$ cat config.mk
export PLATFORM = sky130hd
export DESIGN_NAME = seq_alu
export DESIGN_NICKNAME = d
export VERILOG_FILES = /design/src/rtl/alu_pkg.sv /design/src/rtl/alu_muldiv_engine.sv /design/src/rtl/seq_alu.sv
export SDC_FILE = /design/constraint.sdc
export NUM_CORES = 2
export LEC_CHECK = 0
export CORE_MARGIN = 4
export CORE_UTILIZATION = 55
export DETAILED_ROUTE_END_ITERATION = 12
export PLACE_DENSITY = 0.74
export SLEW_MARGIN = 40
export SYNTH_ARGS = -nofsm -noshare
export SYNTH_HDL_FRONTEND = slang
export SYNTH_HIERARCHICAL = 1
export SYNTH_SLANG_ARGS = --single-unit
$ cat constraint.sdc
create_clock -name clock -period 6.9 [get_ports clock]
set_input_delay 0.69 -clock clock [delete_from_list [all_inputs] [get_ports clock]]
set_output_delay 0.69 -clock clock [all_outputs]
set_load 0.02 [all_outputs]
$ cat src/rtl/alu_pkg.sv
// -----------------------------------------------------------------------------
// alu_pkg
// Shared definitions for the sequential ALU:
//   - 5-bit opcode encodings
//   - FSM state encoding (also exported on the top-level debug port)
// -----------------------------------------------------------------------------
package alu_pkg;

  localparam logic [4:0] OP_ADD = 5'b00011;
  localparam logic [4:0] OP_SUB = 5'b00100;
  localparam logic [4:0] OP_SHR = 5'b00101;
  localparam logic [4:0] OP_SHL = 5'b00110;
  localparam logic [4:0] OP_ROR = 5'b00111;
  localparam logic [4:0] OP_ROL = 5'b01000;
  localparam logic [4:0] OP_AND = 5'b01001;
  localparam logic [4:0] OP_OR  = 5'b01010;
  localparam logic [4:0] OP_MUL = 5'b01110;
  localparam logic [4:0] OP_DIV = 5'b01111;
  localparam logic [4:0] OP_NEG = 5'b10000;
  localparam logic [4:0] OP_NOT = 5'b10001;

  typedef enum logic [2:0] {
    S_IDLE     = 3'd0,
    S_EXEC     = 3'd1,
    S_MUL_ITER = 3'd2,
    S_DIV_ITER = 3'd3,
    S_DONE     = 3'd4
  } alu_state_e;

endpackage

$ cat src/rtl/alu_muldiv_engine.sv
// -----------------------------------------------------------------------------
// alu_muldiv_engine
// Iterative signed multiply / divide datapath.
//   MUL: radix-2 Booth, one step per cycle, WIDTH steps.
//   DIV: restoring division on magnitudes, one quotient bit per cycle for
//        WIDTH cycles, then one sign-fix cycle.
// Ports:
//   clk, rst        clock, asynchronous active-high reset
//   load_i          capture operands and mode, clear the step counter
//   is_div_i        mode sampled with load_i (1 = divide, 0 = multiply)
//   run_i           advance one step this cycle
//   a_i, b_i        operands (a = multiplicand / dividend)
//   last_o          the current cycle is the final step of the operation
//   res_hi_o/lo_o   result as it will stand after the current step; only
//                   meaningful while last_o is high
//                   (MUL: product high/low, DIV: remainder/quotient)
// -----------------------------------------------------------------------------
module alu_muldiv_engine #(
  parameter int WIDTH = 32
) (
  input  logic             clk,
  input  logic             rst,
  input  logic             load_i,
  input  logic             is_div_i,
  input  logic             run_i,
  input  logic [WIDTH-1:0] a_i,
  input  logic [WIDTH-1:0] b_i,
  output logic             last_o,
  output logic [WIDTH-1:0] res_hi_o,
  output logic [WIDTH-1:0] res_lo_o
);

  localparam int CW = $clog2(WIDTH + 1) + 1;
  localparam logic [CW-1:0] MUL_LAST = CW'(WIDTH - 1);
  localparam logic [CW-1:0] DIV_LAST = CW'(WIDTH);

  // acc_q: Booth accumulator (MUL) / partial remainder (DIV), one guard bit.
  // qr_q : multiplier shifting out (MUL) / dividend in, quotient out (DIV).
  // m_q  : multiplicand (MUL) / divisor magnitude (DIV).
  logic [WIDTH:0]   acc_q;
  logic [WIDTH-1:0] qr_q;
  logic [WIDTH-1:0] m_q;
  logic             qm1_q;
  logic             is_div_q;
  logic             neg_quo_q;
  logic             neg_rem_q;
  logic [CW-1:0]    cnt_q;

  logic [WIDTH:0]   mul_sum;
  logic [WIDTH:0]   mul_acc_d;
  logic [WIDTH-1:0] mul_qr_d;
  logic [WIDTH:0]   div_shift;
  logic [WIDTH:0]   div_trial;
  logic [WIDTH:0]   div_acc_d;
  logic [WIDTH-1:0] div_qr_d;
  logic [WIDTH-1:0] rem_mag;
  logic [WIDTH-1:0] quo_fix;
  logic [WIDTH-1:0] rem_fix;

  // Booth step: add/subtract the sign-extended multiplicand depending on the
  // bit pair {Q[0], Q[-1]}, then arithmetic-shift {A, Q} right by one.
  always_comb begin
    mul_sum = acc_q;
    case ({qr_q[0], qm1_q})
      2'b01:   mul_sum = acc_q + {m_q[WIDTH-1], m_q};
      2'b10:   mul_sum = acc_q - {m_q[WIDTH-1], m_q};
      default: mul_sum = acc_q;
    endcase
    mul_acc_d = {mul_sum[WIDTH], mul_sum[WIDTH:1]};
    mul_qr_d  = {mul_sum[0], qr_q[WIDTH-1:1]};
  end

  // Restoring step: shift the next dividend bit into the remainder and keep
  // the trial difference only when it is non-negative.
  always_comb begin
    div_shift = {acc_q[WIDTH-1:0], qr_q[WIDTH-1]};
    div_trial = div_shift - {1'b0, m_q};
    if (!div_trial[WIDTH]) begin
      div_acc_d = div_trial;
      div_qr_d  = {qr_q[WIDTH-2:0], 1'b1};
    end else begin
      div_acc_d = div_shift;
      div_qr_d  = {qr_q[WIDTH-2:0], 1'b0};
    end
  end

  // Sign fix: quotient negative when operand signs differ, remainder takes
  // the dividend's sign (truncating division).
  always_comb begin
    rem_mag = acc_q[WIDTH-1:0];
    quo_fix = neg_quo_q ? -qr_q : qr_q;
    rem_fix = neg_rem_q ? -rem_mag : rem_mag;
  end

  always_ff @(posedge clk or posedge rst) begin
    if (rst) begin
      acc_q     <= '0;
      qr_q      <= '0;
      m_q       <= '0;
      qm1_q     <= 1'b0;
      is_div_q  <= 1'b0;
      neg_quo_q <= 1'b0;
      neg_rem_q <= 1'b0;
      cnt_q     <= '0;
    end else if (load_i) begin
      acc_q    <= '0;
      qm1_q    <= 1'b0;
      cnt_q    <= '0;
      is_div_q <= is_div_i;
      if (is_div_i) begin
        qr_q      <= a_i[WIDTH-1] ? -a_i : a_i;
        m_q       <= b_i[WIDTH-1] ? -b_i : b_i;
        neg_quo_q <= a_i[WIDTH-1] ^ b_i[WIDTH-1];
        neg_rem_q <= a_i[WIDTH-1];
      end else begin
        qr_q      <= b_i;
        m_q       <= a_i;
        neg_quo_q <= 1'b0;
        neg_rem_q <= 1'b0;
      end
    end else if (run_i) begin
      cnt_q <= cnt_q + CW'(1);
      if (is_div_q) begin
        if (cnt_q != DIV_LAST) begin
          acc_q <= div_acc_d;
          qr_q  <= div_qr_d;
        end
      end else begin
        acc_q <= mul_acc_d;
        qr_q  <= mul_qr_d;
        qm1_q <= qr_q[0];
      end
    end
  end

  always_comb begin
    last_o = is_div_q ? (cnt_q == DIV_LAST) : (cnt_q == MUL_LAST);
    if (is_div_q) begin
      res_hi_o = rem_fix;
      res_lo_o = quo_fix;
    end else begin
      res_hi_o = mul_acc_d[WIDTH-1:0];
      res_lo_o = mul_qr_d;
    end
  end

endmodule

$ cat src/rtl/seq_alu.sv
// -----------------------------------------------------------------------------
// seq_alu
// Sequential ALU: single-cycle logic/arith/shift ops plus iterative signed
// multiply and divide (delegated to alu_muldiv_engine).
// Ports:
//   clock        rising-edge clock
//   clear        asynchronous active-high reset
//   start        one-cycle request; samples opcode, Ra, Rb when idle
//   opcode       operation code (see alu_pkg)
//   Ra, Rb       operands (Ra = multiplicand / dividend)
//   busy         operation in progress
//   done         one-cycle completion pulse
//   ZHI, ZLO     result high / low halves
//   div_by_zero  divide-by-zero flag of the last completed operation
//   dbg_state_o  current FSM state
//
// Handshake: a start is accepted only in a cycle where busy=0 (state IDLE);
// the rising edge that samples it latches opcode and operands. busy is high
// from the next cycle through the done cycle inclusive; any start seen while
// busy=1 (including the done cycle) is dropped. ZHI/ZLO/div_by_zero change
// only on the edge that raises done and hold until the next done.
// -----------------------------------------------------------------------------
module seq_alu
  import alu_pkg::*;
#(
  parameter int WIDTH = 32,
  parameter int SHW   = $clog2(WIDTH)
) (
  input  logic             clock,
  input  logic             clear,
  input  logic             start,
  input  logic [4:0]       opcode,
  input  logic [WIDTH-1:0] Ra,
  input  logic [WIDTH-1:0] Rb,
  output logic             busy,
  output logic             done,
  output logic [WIDTH-1:0] ZHI,
  output logic [WIDTH-1:0] ZLO,
  output logic             div_by_zero,
  output alu_state_e       dbg_state_o
);

  alu_state_e       state_q, state_d;
  logic [4:0]       op_q;
  logic [WIDTH-1:0] a_q;
  logic [WIDTH-1:0] b_q;
  logic [WIDTH-1:0] zhi_q, zhi_d;
  logic [WIDTH-1:0] zlo_q, zlo_d;
  logic             dbz_q, dbz_d;

  logic             latch_en;
  logic             out_en;
  logic             eng_load;
  logic             eng_run;
  logic             eng_last;
  logic [WIDTH-1:0] eng_hi;
  logic [WIDTH-1:0] eng_lo;

  logic [WIDTH-1:0]   exec_hi;
  logic [WIDTH-1:0]   exec_lo;
  logic               exec_dbz;
  logic [SHW-1:0]     sh_amt;
  logic [2*WIDTH-1:0] rot_src;
  logic [2*WIDTH-1:0] rot_r;
  logic [2*WIDTH-1:0] rot_l;

  // ---------------------------------------------------------------------------
  // Single-cycle operations on the latched operands
  // ---------------------------------------------------------------------------
  always_comb begin
    sh_amt   = b_q[SHW-1:0];
    // Rotates shift a doubled copy so that an amount of 0 needs no special case.
    rot_src  = {a_q, a_q};
    rot_r    = rot_src >> sh_amt;
    rot_l    = rot_src << sh_amt;
    exec_hi  = '0;
    exec_lo  = '0;
    exec_dbz = 1'b0;
    case (op_q)
      OP_ADD: exec_lo = a_q + b_q;
      OP_SUB: exec_lo = a_q - b_q;
      OP_SHR: exec_lo = a_q >> sh_amt;
      OP_SHL: exec_lo = a_q << sh_amt;
      OP_ROR: exec_lo = rot_r[WIDTH-1:0];
      OP_ROL: exec_lo = rot_l[2*WIDTH-1:WIDTH];
      OP_AND: exec_lo = a_q & b_q;
      OP_OR:  exec_lo = a_q | b_q;
      OP_NEG: exec_lo = -a_q;
      OP_NOT: exec_lo = ~a_q;
      // A divide only reaches EXEC when the divisor is zero.
      OP_DIV: begin
        exec_lo  = '1;
        exec_hi  = a_q;
        exec_dbz = 1'b1;
      end
      default: begin
        exec_hi  = '0;
        exec_lo  = '0;
        exec_dbz = 1'b0;
      end
    endcase
  end

  // ---------------------------------------------------------------------------
  // FSM
  // ---------------------------------------------------------------------------
  always_comb begin
    state_d  = state_q;
    latch_en = 1'b0;
    eng_load = 1'b0;
    out_en   = 1'b0;
    zhi_d    = zhi_q;
    zlo_d    = zlo_q;
    dbz_d    = dbz_q;
    case (state_q)
      S_IDLE: begin
        if (start) begin
          latch_en = 1'b1;
          if (opcode == OP_MUL) begin
            eng_load = 1'b1;
            state_d  = S_MUL_ITER;
          end else if ((opcode == OP_DIV) && (Rb != '0)) begin
            eng_load = 1'b1;
            state_d  = S_DIV_ITER;
          end else begin
            state_d  = S_EXEC;
          end
        end
      end
      S_EXEC: begin
        out_en  = 1'b1;
        zhi_d   = exec_hi;
        zlo_d   = exec_lo;
        dbz_d   = exec_dbz;
        state_d = S_DONE;
      end
      S_MUL_ITER, S_DIV_ITER: begin
        if (eng_last) begin
          out_en  = 1'b1;
          zhi_d   = eng_hi;
          zlo_d   = eng_lo;
          dbz_d   = 1'b0;
          state_d = S_DONE;
        end
      end
      S_DONE: state_d = S_IDLE;
      default: state_d = S_IDLE;
    endcase
  end

  always_ff @(posedge clock or posedge clear) begin
    if (clear) begin
      state_q <= S_IDLE;
    end else begin
      state_q <= state_d;
    end
  end

  always_ff @(posedge clock or posedge clear) begin
    if (clear) begin
      op_q <= '0;
      a_q  <= '0;
      b_q  <= '0;
    end else if (latch_en) begin
      op_q <= opcode;
      a_q  <= Ra;
      b_q  <= Rb;
    end
  end

  always_ff @(posedge clock or posedge clear) begin
    if (clear) begin
      zhi_q <= '0;
      zlo_q <= '0;
      dbz_q <= 1'b0;
    end else if (out_en) begin
      zhi_q <= zhi_d;
      zlo_q <= zlo_d;
      dbz_q <= dbz_d;
    end
  end

  // ---------------------------------------------------------------------------
  // Iterative MUL/DIV engine
  // ---------------------------------------------------------------------------
  assign eng_run = (state_q == S_MUL_ITER) || (state_q == S_DIV_ITER);

  alu_muldiv_engine #(
    .WIDTH (WIDTH)
  ) u_engine (
    .clk      (clock),
    .rst      (clear),
    .load_i   (eng_load),
    .is_div_i (opcode == OP_DIV),
    .run_i    (eng_run),
    .a_i      (Ra),
    .b_i      (Rb),
    .last_o   (eng_last),
    .res_hi_o (eng_hi),
    .res_lo_o (eng_lo)
  );

  assign busy        = (state_q != S_IDLE);
  assign done        = (state_q == S_DONE);
  assign ZHI         = zhi_q;
  assign ZLO         = zlo_q;
  assign div_by_zero = dbz_q;
  assign dbg_state_o = state_q;

endmodule

==> results_dict.tcl <==
set metrics [dict create \
    ys_top_cells_by_count "nand2_1 (432), nor2_1 (341), a21oi_1 (336)" \
    fp.dieArea_um2 55900 \
    worstPathCellList "or3_1 > nor4_1 > nand2_1 > nor3_1 > a21oi_1 > nor2_1 > xnor2_1 > ha_1 > a21oi_1 > o21ai_0 > a21o_1 > nor4b_1 > a2111oi_0 > a311oi_1 > xnor2_1 > nor2_1 > o41ai_1" \
    rsz0062_at_grt "no" \
    ant_nets 0 \
    multi_input_area_um2 20900 \
    async_reset_ff_frac 1.00 \
    yosysWarnings 6 \
    grt_pass1_vias 28410 \
    critPathLaunchType "register" \
    hold_buffers 0 \
    netlist_area_um2 28700 \
    dp.final_hpwl_um 91000 \
    post_drt_wl_per_cell_um 29.0 \
    crit_cells 17 \
    synthDominantCellAreaShare 0.214 \
    htreeDepth 1 \
    synth_top_area_cell "dfrtp_1" \
    grt_max_degree 126 \
    skew_ns 0.0259 \
    cp_max_fo 7 \
    fp.dieW_um 236 \
    worstSkewPairLatency_ns 0.61 \
    track_usage 0.430 \
    cap_violations 0 \
    cpLargestDelayFamily "simple AND/OR/NAND/NOR gates" \
    clk_pin_slew_ns 0.06 \
    cts_root_buffer "clkbuf_16" \
    status "completed" \
    r2r_start "u_engine/m_q[3]$_DFFE_PP0P_" \
    endpoint_kind "register" \
    cp-startpoint "u_engine/m_q[3]$_DFFE_PP0P_" \
    clock-sinks 245 \
    grt_pass1_wl_um 186000 \
    syn-num-nets 3891 \
    worst_r2r_endpoint "u_engine/acc_q[32]$_DFFE_PP0P_" \
    setup_viol 0 \
    synth_most_common_cell "nand2_1" \
    rrSetupSlack_ns 1.42 \
    worst_ep_required_time_ns 7.36 \
    overflow 0 \
    detail_route.iter0.violations 5506 \
    netlist_instances 3707 \
    fin_setup_tns_ns 0 \
    yosys-top-cells-area "dfrtp_1 (21%), mux4_2 (6.7%), a21oi_1 (5.9%)" \
    io_buffer_count 141 \
    fmax_mhz 183 \
    ff2ff_path_depth 17 \
    drt_first_pass_iters 7 \
    coreArea_um2 51500 \
    cp.arrival_ns 5.94 \
    tritoncts "done" \
    totalWireLength_um 126000 \
    synth_seq_cells 245 \
    path_class "register to register" \
    cpPeakStageDelay_ns 0.56 \
    slew_violations 0 \
    final_nets 3820 \
    fillers 4822 \
    post_cts_buffers 0 \
    synth-edff-count 0 \
    period_needed_ns 5.48 \
    hold_class "register to register" \
    period_share 0.794 \
    fp-row-count 83 \
    die_y_um 236 \
    num_io_pins 142 \
    path_buf_inv 0 \
    hold_violations 0 \
    slew_headroom 0.349 \
    drc 0 \
    tightest_slew_ns 0.967 \
    cts_made_buffers 31 \
    synth_cell_types 95 \
    syn_to_final_growth_pct 9.80 \
    initial_utilization 0.557 \
    syn_area_per_cell_um2 7.74 \
    critPathCapture "u_engine/acc_q[32]$_DFFE_PP0P_" \
    antenna_found_initial 11 \
    drive_above_1_share 0.101 \
    dr_total_vias 31256 \
    register_area_um2 6150 \
    gp_congestion 1.11 \
    synth-seq-area-share 0.214 \
    clockBufferDepth 3 \
    critPathSlowestCell "nor4_1" \
    cts_resized 0 \
    viasPerCell 7.20 \
    ys.flop_type "dfrtp_1" \
]
## placed cells by master (no fill, tap or decap), types with 31 or more instances in the layout
master,netlist,final
dfrtp_1,245,237
xnor2_1,131,131
a31oi_1,72,72
inv_1,105,101
ha_1,109,107
nor2_1,341,337
a21oi_1,336,336
nor3_1,60,59
clkbuf_16,0,31
nand3_1,83,83
a211oi_1,53,53
nand2_1,432,431
mux2_2,80,80
o21ai_0,238,237
a21o_1,44,44
o211ai_1,84,84
nand2b_1,34,34
nor4_1,36,36
clkdlybuf4s50_1,0,141
buf_4,10,72
o31ai_1,56,56
xor2_1,148,148
mux4_2,86,86
mux2i_1,95,95
## worst reg2reg max path: stages, from the launching register on
cell	delay [ns]
dfrtp_1	0.40
or3_1	0.44
nor4_1	0.56
nand2_1	0.27
nor3_1	0.40
a21oi_1	0.28
nor2_1	0.19
xnor2_1	0.08
ha_1	0.38
a21oi_1	0.21
o21ai_0	0.13
a21o_1	0.21
nor4b_1	0.37
a2111oi_0	0.18
a311oi_1	0.53
xnor2_1	0.19
nor2_1	0.09
o41ai_1	0.43
## sequential cells by signal, summed over array words and instances, names as in the netlist
name,cells
u_engine/cnt_q,7
div_by_zero,1
u_engine/qr_q,32
u_engine/neg_rem_q,1
op_q,5
dbg_state_o,3
u_engine/acc_q,33
b_q,32
u_engine/qm1_q,1
a_q,32
u_engine/neg_quo_q,1
u_engine/m_q,32
ZHI,32
ZLO,32
u_engine/is_div_q,1
## worst min-delay path by stage
stage / end / slack (ns) / cells after the start / startpoint
final: a_q[23]$_DFFE_PP0P_ / 0.52 / 1 / a_q[23]$_DFFE_PP0P_
after global placement: a_q[23]$_DFFE_PP0P_ / 0.49 / 1 / a_q[23]$_DFFE_PP0P_
after floorplan: u_engine/acc_q[32]$_DFFE_PP0P_ / 0.49 / 2 / u_engine/acc_q[32]$_DFFE_PP0P_
after global routing: a_q[23]$_DFFE_PP0P_ / 0.54 / 1 / a_q[23]$_DFFE_PP0P_
after detailed placement: a_q[23]$_DFFE_PP0P_ / 0.50 / 1 / a_q[23]$_DFFE_PP0P_
after CTS: a_q[23]$_DFFE_PP0P_ / 0.52 / 1 / a_q[23]$_DFFE_PP0P_
## layer usage
metal | part of all wire | vias to the layer above | global-route usage
li1 | - | 13526 | -
met1 | 0.38 | 14697 | 0.593
met3 | 0.16 | 523 | 0.187
met5 | 0.0014 | - | 0
met2 | 0.39 | 2492 | 0.584
met4 | 0.060 | 18 | 0.186
## cells by family after synthesis
family	Yosys count	synth area share
flops	245	0.214
xor+xnor	279	0.0851
buf+inv	433	0.0604
fa+ha+maj	112	0.0496
simple gates	1207	0.197
compound gates	1170	0.263
mux	261	0.132
## through the flow
stage | instances | util | hold WS [ns] | area, um2 | worst slack [ns]
2_1_floorplan | 3707 | - | 0.493 | 28700 | 2.30
5_1_grt | 4340 | 0.612 | 0.539 | 31500 | 1.05
3_5_place_dp | 4283 | 0.590 | 0.504 | 30400 | 1.61
6_report | 4344 | 0.612 | 0.519 | 31500 | 1.42
3_3_place_gp | 4282 | 0.589 | 0.491 | 30300 | 1.68
4_1_cts | 4340 | 0.612 | 0.517 | 31500 | 1.55
## layout make-up
type / instances / area share
diodes: 4 / 0.000318
clock buffers: 44 / 0.0290
flip-flops and latches: 245 / 0.195
repair buffers: 221 / 0.0656
clock inverters: 13 / 0.00667
inverters: 108 / 0.0132
well taps: 680 / 0.0270
multi-input cells: 3029 / 0.663
Power is not shown: default switching activity piles up to over one toggle a cycle in this logic, so the estimate is an artifact.
